## src/rtl/caesar_pkg.sv

```systemverilog
// Shared constants and types for the Caesar-digit link.
// Holds the Johnson symbol table, the blank code and the decoder state type.
package caesar_pkg;

    localparam int NUM_DIGITS = 10;

    localparam logic [4:0] CODE_BLANK = 5'b01010;
    localparam logic [3:0] DIGIT_ERR  = 4'hF;

    localparam logic [4:0] JOHNSON [NUM_DIGITS] = '{
        5'b00000, 5'b10000, 5'b11000, 5'b11100, 5'b11110,
        5'b11111, 5'b01111, 5'b00111, 5'b00011, 5'b00001
    };

    typedef enum logic {
        EMPTY = 1'b0,
        FULL  = 1'b1
    } dec_state_t;

endpackage

```

## src/rtl/caesar_johnson_dec.sv

```systemverilog
// Combinational Johnson symbol classifier.
// Maps a 5-bit code to its digit value and flags legal and blank codes.
module caesar_johnson_dec
    import caesar_pkg::*;
(
    input  logic [4:0] code,
    output logic [3:0] value,
    output logic       legal,
    output logic       blank
);

    always_comb begin
        value = '0;
        legal = 1'b0;
        for (int i = 0; i < NUM_DIGITS; i++) begin
            if (code == JOHNSON[i]) begin
                value = 4'(i);
                legal = 1'b1;
            end
        end
    end

    assign blank = (code == CODE_BLANK);

endmodule

```

## src/rtl/caesar_decoder.sv

```systemverilog
// Receive side of the Caesar-digit link: validates Johnson symbols,
// removes the key modulo 10 and presents the result on a one-entry output stage.
module caesar_decoder
    import caesar_pkg::*;
#(
    parameter int KEY   = 6,
    parameter int CNT_W = 8
) (
    input  logic             clk,
    input  logic             reset,
    input  logic             in_valid,
    output logic             in_ready,
    input  logic [4:0]       in_code,
    input  logic             key_load,
    input  logic [3:0]       key_in,
    output logic             out_valid,
    input  logic             out_ready,
    output logic [3:0]       out_digit,
    output logic             out_err,
    output logic [CNT_W-1:0] ok_cnt,
    output logic [CNT_W-1:0] err_cnt
);

    dec_state_t state;
    logic [3:0] key;
    logic [3:0] value;
    logic       legal;
    logic       blank;
    logic       accept;
    logic [4:0] diff;
    logic [3:0] plain;

    caesar_johnson_dec u_jdec (
        .code  (in_code),
        .value (value),
        .legal (legal),
        .blank (blank)
    );

    assign in_ready = reset & ((state == EMPTY) | out_ready);
    assign accept   = in_valid & in_ready;

    // value + 10 - key lies in 1..19, so one conditional subtract suffices
    assign diff  = {1'b0, value} + 5'd10 - {1'b0, key};
    assign plain = (diff >= 5'd10) ? 4'(diff - 5'd10) : diff[3:0];

    always_ff @(posedge clk) begin
        if (!reset) begin
            state     <= EMPTY;
            key       <= 4'(KEY);
            out_valid <= 1'b0;
            out_digit <= '0;
            out_err   <= 1'b0;
            ok_cnt    <= '0;
            err_cnt   <= '0;
        end else begin
            if (key_load && key_in <= 4'd9)
                key <= key_in;

            if (accept && blank) begin
                state     <= EMPTY;
                out_valid <= 1'b0;
            end else if (accept) begin
                state     <= FULL;
                out_valid <= 1'b1;
                out_err   <= ~legal;
                out_digit <= legal ? plain : DIGIT_ERR;
                if (legal) begin
                    if (ok_cnt != '1)
                        ok_cnt <= ok_cnt + 1'b1;
                end else begin
                    if (err_cnt != '1)
                        err_cnt <= err_cnt + 1'b1;
                end
            end else if (state == FULL && out_ready) begin
                state     <= EMPTY;
                out_valid <= 1'b0;
            end
        end
    end

endmodule
```

## config.mk

```make
export PLATFORM = sky130hd
export DESIGN_NAME = caesar_decoder
export DESIGN_NICKNAME = d
export VERILOG_FILES = /design/src/rtl/caesar_pkg.sv /design/src/rtl/caesar_johnson_dec.sv /design/src/rtl/caesar_decoder.sv
export SDC_FILE = /design/constraint.sdc
export NUM_CORES = 1
export LEC_CHECK = 0
export BUFFER_PORTS_ARGS = -buffer_cell sky130_fd_sc_hd__buf_2
export CAP_MARGIN = 15
export CORE_ASPECT_RATIO = 1.75
export CORE_MARGIN = 1
export CORE_UTILIZATION = 35
export CTS_CLUSTER_SIZE = 24
export DETAILED_ROUTE_END_ITERATION = 6
export HOLD_SLACK_MARGIN = 0.15
export REMOVE_ABC_BUFFERS = 1
export SYNTH_ARGS = -nofsm -noshare
export SYNTH_HDL_FRONTEND = slang
export SYNTH_SLANG_ARGS = --single-unit
```

## constraint.sdc

```tcl
create_clock -name clk -period 8.5 [get_ports clk]
set_input_delay 0.425 -clock clk [delete_from_list [all_inputs] [get_ports clk]]
set_output_delay 0.425 -clock clk [all_outputs]
set_load 0.02 [all_outputs]
```

==> run metrics <==
first-pass GRT wire length roughly 6300 um; sum of negative setup slack 0 ns; reg2reg start key[1]; Setup WS pre-CTS ~5.3 ns; CTS resizes 0; min-delay src key_in[0]; Internal between 200 and 250 uW; commonest non-fill, non-tap cell in the layout buf_2; total CTS buffers 3; Synth-to-Final Area Change 15.35%; Post-synth ARST share 0%; Worst EP arrival roughly 3.1 ns; final core utilization approximately 43%; final setup vio count 0; Via density 5.458; Slew @ Worst Pin ~0.62 ns; CTS H-Tree Depth 1; Cell Area, Synth between 0.0015 and 0.002 mm^2; root buf cell clkbuf_8; part of the power in registers ~43%; Synth Register Bits 26; Layout Skew ~0.0064 ns; Clk pwr share 34.2%; fill cell count ~460; Core Rows 32; share of cells above drive strength 1 between 20% and 30%; Worst VDD drop 0.00008478 V; total clock sinks 26; DRC Markers 0; Detail Route Antenna Nets 0; Max Cap Viol 0; CP Launch Point in_code[4]; Worst Hold Class primary input to flip-flop; switching share of power between 20% and 30%; via count approximately 1500; mean routed wirelength per cell roughly 14 um; Worst-Skew Late Latency roughly 0.28 ns; WL final 3801 um; period utilization 33.90%; Leak Pwr 0.0009183 uW; Comb power frac between 20% and 30%; worst-path cell chain buf_2 > nand2b_1 > o32ai_1 > a21oi_1 > ha_1 > inv_1 > ha_1 > inv_1 > fa_1 > xor2_1 > o22ai_1 > a21oi_1 > mux2_1 > a31oi_1; Die H 92.74 um; ys flop type dfxtp_1; status completed; number of synthesized flops with an enable pin 0; antenna violations before repair 0; gr usage total around 17%; clk slew on worst S/H paths ~0.10 ns; Iter 0 DRT Violations 28; CP Capture Type flip-flop; crit-path max cell delay 0.41 ns; Pwr Total 305.2 uW; Slew Limit Fails 0; relative slew slack about three fifths; Netlist cell types 45; most frequent cells in the layout buf_2 (36), dfxtp_1 (26), nand3_1 (20); RSZ-0062 raised after global routing no; Crit Path Category primary input to flip-flop; I/O Buffers 36; Switch Pwr around 88 uW; Syn Inst Count slightly below 200; ANT cells 0; CTS tree yes; final period demand of the worst path just under 3 ns; DIE AREA between 0.004 and 0.005 mm^2; deepest clock path buffer count 2; gpl congestion between 0.8 and 0.9; CP Data Required Time around 8.7 ns; DRT Pass-1 Iters 4; fin worst setup slack roughly 5.6 ns; crit path max-delay cell type fa_1; Seq/Total Area, Yosys 31.61%; Total Nets Final between 200 and 300; hold_buf cts 0; FMAX 0.3470 GHz; yosys warns 0; Synth Area per Inst roughly 8.4 um^2; initial core utilization between 30 and 40%; vias in the first global route around 1400; Pwr Density around 160 mW/mm^2; final hold slack 0.3955 ns; IO Count 37; Post-CTS Setup Inserts 0; Worst setup SP type primary input; Core Region 0.004444 mm^2; endpoints failing hold 0; worst-path fanout max 7; grt ovf 0; Die Wd between 50 and 60 um; DP HPWL 2964 um; r2r setup slk around 6.0 ns; largest net degree at the start of global routing 20
-- layer usage --
metal / share of wire (%) / track usage (%) / up-vias
met5: 0 / 0 / -
met4: 2.9 / 11.62 / 0
met3: 2.5 / 2.627 / 9
met2: 54 / 28.40 / 24
met1: 41 / 18.88 / 694
li1: - / - / 774
-- power by group through the flow --
stage	registers [uW]	clock network, uW	logic (uW)
2_1_floorplan	139	0	41.7
3_3_place_gp	134	0	69.8
3_5_place_dp	134	0	70.3
4_1_cts	132	109	70.4
5_1_grt	132	114	78.8
6_report	131	104	69.6
-- sequential cells by signal (all words and copies together), names as in the netlist --
name and cells:
err_cnt 8, key 4, ok_cnt 8, out_digit 4, out_err 1, state 1
-- worst max-delay path, delay by kind of cell --
family                     cells  cell delay (ns)
AOI/OAI and AO/OA              5             0.87
xor gates and xnor gates       1             0.28
adders and majority gates      3             0.74
buffers and inverters          3             0.25
muxes                          1             0.34
and+or+nand+nor                1             0.19
-- per-stage QoR --
stage	cell area (um^2)	instances
2_1_floorplan	1584	184
3_3_place_gp	1828	271
3_5_place_dp	1828	271
4_1_cts	1899	275
5_1_grt	1899	275
6_report	1899	275
-- cells in the mapped netlist (5+ instances only) --
library cell,instances,share of area [%]
dfxtp_1,26,32
nand3_1,20,6.1
nand2_1,16,3.6
a21oi_1,15,4.6
ha_1,11,8.4
inv_1,10,2.3
mux2i_1,10,6.1
o21ai_0,10,3.0
and3_1,9,3.4
nand2b_1,6,2.3
or3_1,5,1.9
-- path summary, 6_finish.rpt --
path	to	depth (start not counted)
max	out_digit[2]	14
min	key[0]	3
max reg2reg	out_digit[2]	10
min reg2reg	out_err	2
-- kinds of logic after synthesis --
group	Yosys count	synth area share (%)
AOI/OAI and AO/OA	46	19.07
xor gates and xnor gates	4	2.128
adders and majority gates	12	9.574
buffers and inverters	22	6.307
DFF	26	31.61
muxes	11	6.763
and+or+nand+nor	74	24.54
-- final cells by class --
class	instances	area, um^2	share of cell area [%]
Clock buffer	3	41.29	2.174
Clock inverter	1	30.03	1.581
Inverter	11	41.29	2.174
Multi-Input combinational cell	147	1022	53.82
Sequential cell	26	520.5	27.40
Tap cell	51	63.81	3.360
Timing Repair Buffer	36	180.2	9.486
(Power assumes the default switching activity.)
